$ cat src/rtl/wb_arbiter2_if.sv
// Pipelined Wishbone bundle: adr/dat_w/sel/we/cyc/stb from the master side,
// dat_r/ack/stall back from the slave side; sel is one bit per data byte.
interface if_wb #(
    parameter int AWIDTH = 32,
    parameter int DWIDTH = 32
) ();
    logic [AWIDTH-1:0]   adr;
    logic [DWIDTH-1:0]   dat_w;
    logic [DWIDTH-1:0]   dat_r;
    logic [DWIDTH/8-1:0] sel;
    logic                we;
    logic                cyc;
    logic                stb;
    logic                ack;
    logic                stall;

    modport master (
        output adr, dat_w, sel, we, cyc, stb,
        input  dat_r, ack, stall
    );

    modport slave (
        input  adr, dat_w, sel, we, cyc, stb,
        output dat_r, ack, stall
    );
endinterface

$ cat src/rtl/wb_arbiter2.sv
// Two-requester pipelined Wishbone arbiter, round-robin on ties.
// Ports: clk_i, rst_i (sync, active-high), in0/in1 (requesters),
// outbus (shared memory side), grant (one-hot owner, 00 = none).
module wb_arbiter2 #(
    parameter int AWIDTH = 32,
    parameter int DWIDTH = 32
) (
    input  logic       clk_i,
    input  logic       rst_i,
    if_wb.slave        in0,
    if_wb.slave        in1,
    if_wb.master       outbus,
    output logic [1:0] grant
);
    localparam int SWIDTH = DWIDTH / 8;

    typedef enum logic [1:0] {
        S_IDLE,
        S_GRANT0,
        S_GRANT1,
        S_RELEASE
    } state_t;

    state_t     state;
    state_t     state_nx;
    logic       last;
    logic       last_nx;
    logic [3:0] outstanding;
    logic [3:0] outstanding_nx;
    logic       owner_cyc;
    logic       beat_issued;

    always_ff @(posedge clk_i) begin
        if (rst_i) begin
            state       <= S_IDLE;
            last        <= 1'b1;
            outstanding <= 4'd0;
        end else begin
            state       <= state_nx;
            last        <= last_nx;
            outstanding <= outstanding_nx;
        end
    end

    always_comb begin
        state_nx = state;
        last_nx  = last;
        unique case (state)
            S_IDLE: begin
                // On a tie the requester that did not own the bus last wins
                if (in0.cyc && (!in1.cyc || last)) begin
                    state_nx = S_GRANT0;
                    last_nx  = 1'b0;
                end else if (in1.cyc) begin
                    state_nx = S_GRANT1;
                    last_nx  = 1'b1;
                end
            end
            S_GRANT0: if (!in0.cyc) state_nx = S_RELEASE;
            S_GRANT1: if (!in1.cyc) state_nx = S_RELEASE;
            S_RELEASE: state_nx = S_IDLE;
            default:   state_nx = S_IDLE;
        endcase
    end

    // Outstanding beats of the current owner; dropped cyc abandons them
    assign owner_cyc = (state == S_GRANT0 && in0.cyc)
                     || (state == S_GRANT1 && in1.cyc);
    assign beat_issued = outbus.stb && !outbus.stall;

    always_comb begin
        outstanding_nx = outstanding;
        if (!owner_cyc) begin
            outstanding_nx = 4'd0;
        end else if (beat_issued && !outbus.ack) begin
            if (outstanding != 4'd15) outstanding_nx = outstanding + 4'd1;
        end else if (outbus.ack && !beat_issued) begin
            if (outstanding != 4'd0) outstanding_nx = outstanding - 4'd1;
        end
    end

    always_comb begin
        grant        = 2'b00;
        outbus.adr   = {AWIDTH{1'b0}};
        outbus.dat_w = {DWIDTH{1'b0}};
        outbus.sel   = {SWIDTH{1'b0}};
        outbus.we    = 1'b0;
        outbus.cyc   = 1'b0;
        outbus.stb   = 1'b0;
        in0.dat_r    = {DWIDTH{1'b0}};
        in0.ack      = 1'b0;
        in0.stall    = 1'b1;
        in1.dat_r    = {DWIDTH{1'b0}};
        in1.ack      = 1'b0;
        in1.stall    = 1'b1;
        unique case (state)
            S_GRANT0: begin
                grant        = 2'b01;
                outbus.adr   = in0.adr;
                outbus.dat_w = in0.dat_w;
                outbus.sel   = in0.sel;
                outbus.we    = in0.we;
                outbus.cyc   = in0.cyc;
                outbus.stb   = in0.stb;
                in0.dat_r    = outbus.dat_r;
                // An ack after the owner dropped cyc belongs to nobody
                in0.ack      = outbus.ack && in0.cyc;
                in0.stall    = outbus.stall;
            end
            S_GRANT1: begin
                grant        = 2'b10;
                outbus.adr   = in1.adr;
                outbus.dat_w = in1.dat_w;
                outbus.sel   = in1.sel;
                outbus.we    = in1.we;
                outbus.cyc   = in1.cyc;
                outbus.stb   = in1.stb;
                in1.dat_r    = outbus.dat_r;
                in1.ack      = outbus.ack && in1.cyc;
                in1.stall    = outbus.stall;
            end
            default: begin
            end
        endcase
    end
endmodule

$ cat src/flat_wrapper.sv
// flat-port wrapper written by rule: the top's interface ports become plain ports
module wb_arbiter2_flat 
#(
    parameter int AWIDTH = 32,
    parameter int DWIDTH = 32
)
  (clk_i, rst_i, grant, in0_adr, in0_dat_w, in0_sel, in0_we, in0_cyc, in0_stb, in0_dat_r, in0_ack, in0_stall, in1_adr, in1_dat_w, in1_sel, in1_we, in1_cyc, in1_stb, in1_dat_r, in1_ack, in1_stall, outbus_adr, outbus_dat_w, outbus_sel, outbus_we, outbus_cyc, outbus_stb, outbus_dat_r, outbus_ack, outbus_stall);
  if_wb #(.AWIDTH(AWIDTH), .DWIDTH(DWIDTH)) in0_i ();
  if_wb #(.AWIDTH(AWIDTH), .DWIDTH(DWIDTH)) in1_i ();
  if_wb #(.AWIDTH(AWIDTH), .DWIDTH(DWIDTH)) outbus_i ();
  input  logic clk_i;
  input  logic rst_i;
  output logic [1:0] grant;
  input wire logic [$bits(in0_i.adr)-1:0] in0_adr;
  input wire logic [$bits(in0_i.dat_w)-1:0] in0_dat_w;
  input wire logic [$bits(in0_i.sel)-1:0] in0_sel;
  input wire logic [$bits(in0_i.we)-1:0] in0_we;
  input wire logic [$bits(in0_i.cyc)-1:0] in0_cyc;
  input wire logic [$bits(in0_i.stb)-1:0] in0_stb;
  output wire logic [$bits(in0_i.dat_r)-1:0] in0_dat_r;
  output wire logic [$bits(in0_i.ack)-1:0] in0_ack;
  output wire logic [$bits(in0_i.stall)-1:0] in0_stall;
  input wire logic [$bits(in1_i.adr)-1:0] in1_adr;
  input wire logic [$bits(in1_i.dat_w)-1:0] in1_dat_w;
  input wire logic [$bits(in1_i.sel)-1:0] in1_sel;
  input wire logic [$bits(in1_i.we)-1:0] in1_we;
  input wire logic [$bits(in1_i.cyc)-1:0] in1_cyc;
  input wire logic [$bits(in1_i.stb)-1:0] in1_stb;
  output wire logic [$bits(in1_i.dat_r)-1:0] in1_dat_r;
  output wire logic [$bits(in1_i.ack)-1:0] in1_ack;
  output wire logic [$bits(in1_i.stall)-1:0] in1_stall;
  output wire logic [$bits(outbus_i.adr)-1:0] outbus_adr;
  output wire logic [$bits(outbus_i.dat_w)-1:0] outbus_dat_w;
  output wire logic [$bits(outbus_i.sel)-1:0] outbus_sel;
  output wire logic [$bits(outbus_i.we)-1:0] outbus_we;
  output wire logic [$bits(outbus_i.cyc)-1:0] outbus_cyc;
  output wire logic [$bits(outbus_i.stb)-1:0] outbus_stb;
  input wire logic [$bits(outbus_i.dat_r)-1:0] outbus_dat_r;
  input wire logic [$bits(outbus_i.ack)-1:0] outbus_ack;
  input wire logic [$bits(outbus_i.stall)-1:0] outbus_stall;
  assign in0_i.adr = in0_adr;
  assign in0_i.dat_w = in0_dat_w;
  assign in0_i.sel = in0_sel;
  assign in0_i.we = in0_we;
  assign in0_i.cyc = in0_cyc;
  assign in0_i.stb = in0_stb;
  assign in0_dat_r = in0_i.dat_r;
  assign in0_ack = in0_i.ack;
  assign in0_stall = in0_i.stall;
  assign in1_i.adr = in1_adr;
  assign in1_i.dat_w = in1_dat_w;
  assign in1_i.sel = in1_sel;
  assign in1_i.we = in1_we;
  assign in1_i.cyc = in1_cyc;
  assign in1_i.stb = in1_stb;
  assign in1_dat_r = in1_i.dat_r;
  assign in1_ack = in1_i.ack;
  assign in1_stall = in1_i.stall;
  assign outbus_adr = outbus_i.adr;
  assign outbus_dat_w = outbus_i.dat_w;
  assign outbus_sel = outbus_i.sel;
  assign outbus_we = outbus_i.we;
  assign outbus_cyc = outbus_i.cyc;
  assign outbus_stb = outbus_i.stb;
  assign outbus_i.dat_r = outbus_dat_r;
  assign outbus_i.ack = outbus_ack;
  assign outbus_i.stall = outbus_stall;
  wb_arbiter2 #(.AWIDTH(AWIDTH), .DWIDTH(DWIDTH)) u_core (.clk_i(clk_i), .rst_i(rst_i), .in0(in0_i), .in1(in1_i), .outbus(outbus_i), .grant(grant));
endmodule
$ cat config.mk
export PLATFORM = sky130hd
export DESIGN_NAME = wb_arbiter2_flat
export DESIGN_NICKNAME = d
export VERILOG_FILES = /design/src/rtl/wb_arbiter2_if.sv /design/src/rtl/wb_arbiter2.sv /design/src/flat_wrapper.sv
export SDC_FILE = /design/constraint.sdc
export NUM_CORES = 1
export LEC_CHECK = 0
export CELL_PAD_IN_SITES_DETAIL_PLACEMENT = 1
export CELL_PAD_IN_SITES_GLOBAL_PLACEMENT = 2
export CORE_AREA = 5 5 134 136
export CTS_CLUSTER_DIAMETER = 60
export DETAILED_ROUTE_END_ITERATION = 10
export DIE_AREA = 0 0 139 141
export PLACE_DENSITY_LB_ADDON = 0.08
export SYNTH_ARGS = -nofsm -noshare
export SYNTH_HDL_FRONTEND = slang
export SYNTH_SLANG_ARGS = --single-unit
$ cat constraint.sdc
create_clock -name clk_i -period 4 [get_ports clk_i]
set_clock_uncertainty 0.1 [all_clocks]
set_input_delay 0.4 -clock clk_i [delete_from_list [all_inputs] [get_ports clk_i]]
set_output_delay 0.4 -clock clk_i [all_outputs]
set_load 0.02 [all_outputs]
==> impl_metrics.py <==
metrics = {
    "run_status": {
        "status": "finished clean",
    },
    "drt": {
        "routedWlPerCell_um": 18.0,
        "wl_mm": 14.2,
        "drc": 0,
        "drtIter0Drc": 44,
        "vias": 3138,
        "first_pass_iters": 4,
        "ant_nets": 0,
        "via_per_inst": 3.99,
    },
    "cells_and_area": {
        "final_nets": 747,
        "multiInputGateArea_um2": 1430,
        "nFillCells": 1990,
        "postLayoutCellArea_um2": 5100,
        "regArea_um2": 60.1,
        "syn2layout_area_growth_pct": 214,
        "drive_above_1_share_pct": 3.02,
        "final_cells": 787,
        "antenna_cells": 0,
    },
    "synthesis": {
        "ys_async_sr_fraction_pct": 0,
        "ys_ff_latch": 3,
        "avgSynthCellArea_um2": 6.14,
        "synth.area.top_cells": "a22oi_1, and2_1, nor2_1, ha_1, buf_2",
        "yosysTopAreaCell": "a22oi_1",
        "synth_top_area_share_pct": 32.4,
        "synth_nets": 448,
        "ys_seq_area_share_pct": 3.70,
        "synth_ff_type": "dfxtp_1",
        "yosysWarnings": 0,
        "synth_edf_count": 0,
        "syn_area_um2": 1620,
        "yosysMostFrequentCell": "nor2_1",
        "ys_types": 22,
        "synth_common_cells": "nor2_1, a22oi_1, and2_1, clkbuf_1, buf_2",
        "postSynthCellCount": 264,
    },
    "worst_hold_path": {
        "holdPathStages": 1,
        "hp-class": "flop to flop",
    },
    "sta": {
        "worst_slew_margin_rel_pct": 53.1,
        "finalCriticalPeriod_ns": 3.08,
        "clock.fmax_mhz": 324,
        "tns_ns": 0,
        "hold_ws_ns": 0.401,
        "setup_viol": 0,
        "post-route-period-util_pct": 77.1,
        "rsz0062_at_grt": "false",
        "drv_slew": 0,
        "hold_violations": 0,
        "tightest_slew_ns": 0.703,
    },
    "clock_tree": {
        "cts_max_path_buffers": 2,
        "post_cts_buffers": 0,
        "clock-root-buffer": "clkbuf_16",
        "clk_pin_slew_worst_paths_ns": 0.03,
        "cts_tree": "built",
        "clock_latency_ns": 0.22,
        "cts.repair.resized": 0,
        "htreeDepth": 1,
        "ctsHoldBuffers": 0,
        "cts.sinks": 3,
        "cts_buffers": 3,
    },
    "power_and_ir_drop": {
        "vdd_drop_max_uv": 250,
        "powerDensity_nw_per_um2": 513,
        "finalPower_uw": 2620,
        "cellLeakagePower_uw": 0.00179,
    },
    "critical_path": {
        "cp.arrival_ns": 2.58,
        "required_ns": 3.50,
        "r2r.worst_path.cells": 6,
        "start_kind": "flop",
        "crit_path_max_fanout": 38,
        "critPathMaxStageDelay_ns": 0.55,
        "path_class": "flop to primary output",
        "path_cells": "inv_1 -> ha_1 -> inv_2 -> buf_12 -> nor2_1 -> clkdlybuf4s50_1",
        "cp_top_family": "buffers and inverters",
        "slowest_stage": "clkdlybuf4s50_1",
        "path_buf_inv": 4,
        "end_kind": "primary output",
        "path_depth": 6,
    },
    "placement": {
        "routabilityCongestion": 0.755,
        "place_inst": 783,
        "dp_hpwl_mm": 11.8,
        "place_area_um2": 5020,
        "io_buffers": 318,
    },
    "grt": {
        "grt_use_met1_pct": 13.7,
        "antenna_found_initial": 1,
        "grt_pass1_wl_mm": 20.8,
        "grt_use_met2_pct": 25.8,
        "grt-ovfl-total": 0,
        "top_usage_layer": "met2",
        "gr-usage-all-layers_pct": 13.3,
        "grt_max_degree": 57,
        "grt_pass1_vias": 3478,
        "use_met3_pct": 5.70,
    },
    "floorplan": {
        "start_util_pct": 9.64,
        "dieWidth_um": 139,
        "rows": 48,
        "pin_count": 319,
        "coreArea_um2": 16800,
        "dieHeight_um": 141,
        "dieArea_um2": 19600,
    },
    "job": {
        "cap_violations": 0,
    },
}
-- per-stage QoR --
stage | util (%) | worst slack [ns]
finish | 30.3 | 0.916
global placement | 29.8 | 1.13
floorplan | - | 1.92
global route | 30.3 | 0.715
detailed placement | 29.8 | 1.09
CTS | 30.3 | 0.847
-- path summary, 6_finish.rpt --
kind | from | end | slack, ns
setup / recovery | u_core.state[0]$_SDFFE_PP0P_ | outbus_dat_w[4] | 0.92
hold reg to reg | u_core.last$_SDFFE_PP1P_ | u_core.last$_SDFFE_PP1P_ | 0.40
setup reg to reg | u_core.state[0]$_SDFFE_PP0P_ | u_core.state[0]$_SDFFE_PP0P_ | 1.80
hold / removal | u_core.last$_SDFFE_PP1P_ | u_core.last$_SDFFE_PP1P_ | 0.40
-- layout by cell type (no fill, tap or decap), drive strengths merged, types with 3 or more instances in the layout --
cell           synthesis  final
a22oi                 71     71
and2                  64     64
buf                   15      6
clkbuf                15      4
clkdlybuf4s50          0    318
dfxtp                  3      3
ha                     6      6
inv                    3      3
nand2b                 3      3
nor2                  73     73
-- power breakdown --
| group | switching (uW) | internal, uW |
|---|---|---|
| clock | 27.5 | 132 |
| combinational | 1330 | 1070 |
| sequential | 13.6 | 42.0 |
| total | 1370 | 1240 |
-- routing by layer --
| metal | routed length, um | vias to the layer above |
|---|---|---|
| li1 | - | 1515 |
| met1 | 5050 | 1428 |
| met2 | 7630 | 183 |
| met3 | 1390 | 10 |
| met4 | 119 | 2 |
| met5 | 13 | - |
-- final cells by class --
class	instances	area share, %
clock buffers	4	1.55
inverters	3	0.221
multi-input cells	228	28.0
flip-flops and latches	3	1.18
well taps	225	5.52
repair buffers	324	63.6
-- registers in the layout, indices dropped and copies added, names as in the netlist --
register / count
u_core.last: 1
u_core.state: 2
-- cells by family after synthesis --
| family | share of synthesized area (%) |
|---|---|
| simple gates | 44.7 |
| flops | 3.70 |
| compound gates | 37.7 |
| buf+inv | 9.34 |
| fa+ha+maj | 4.63 |
No activity file was read; power rests on OpenSTA's default activity.
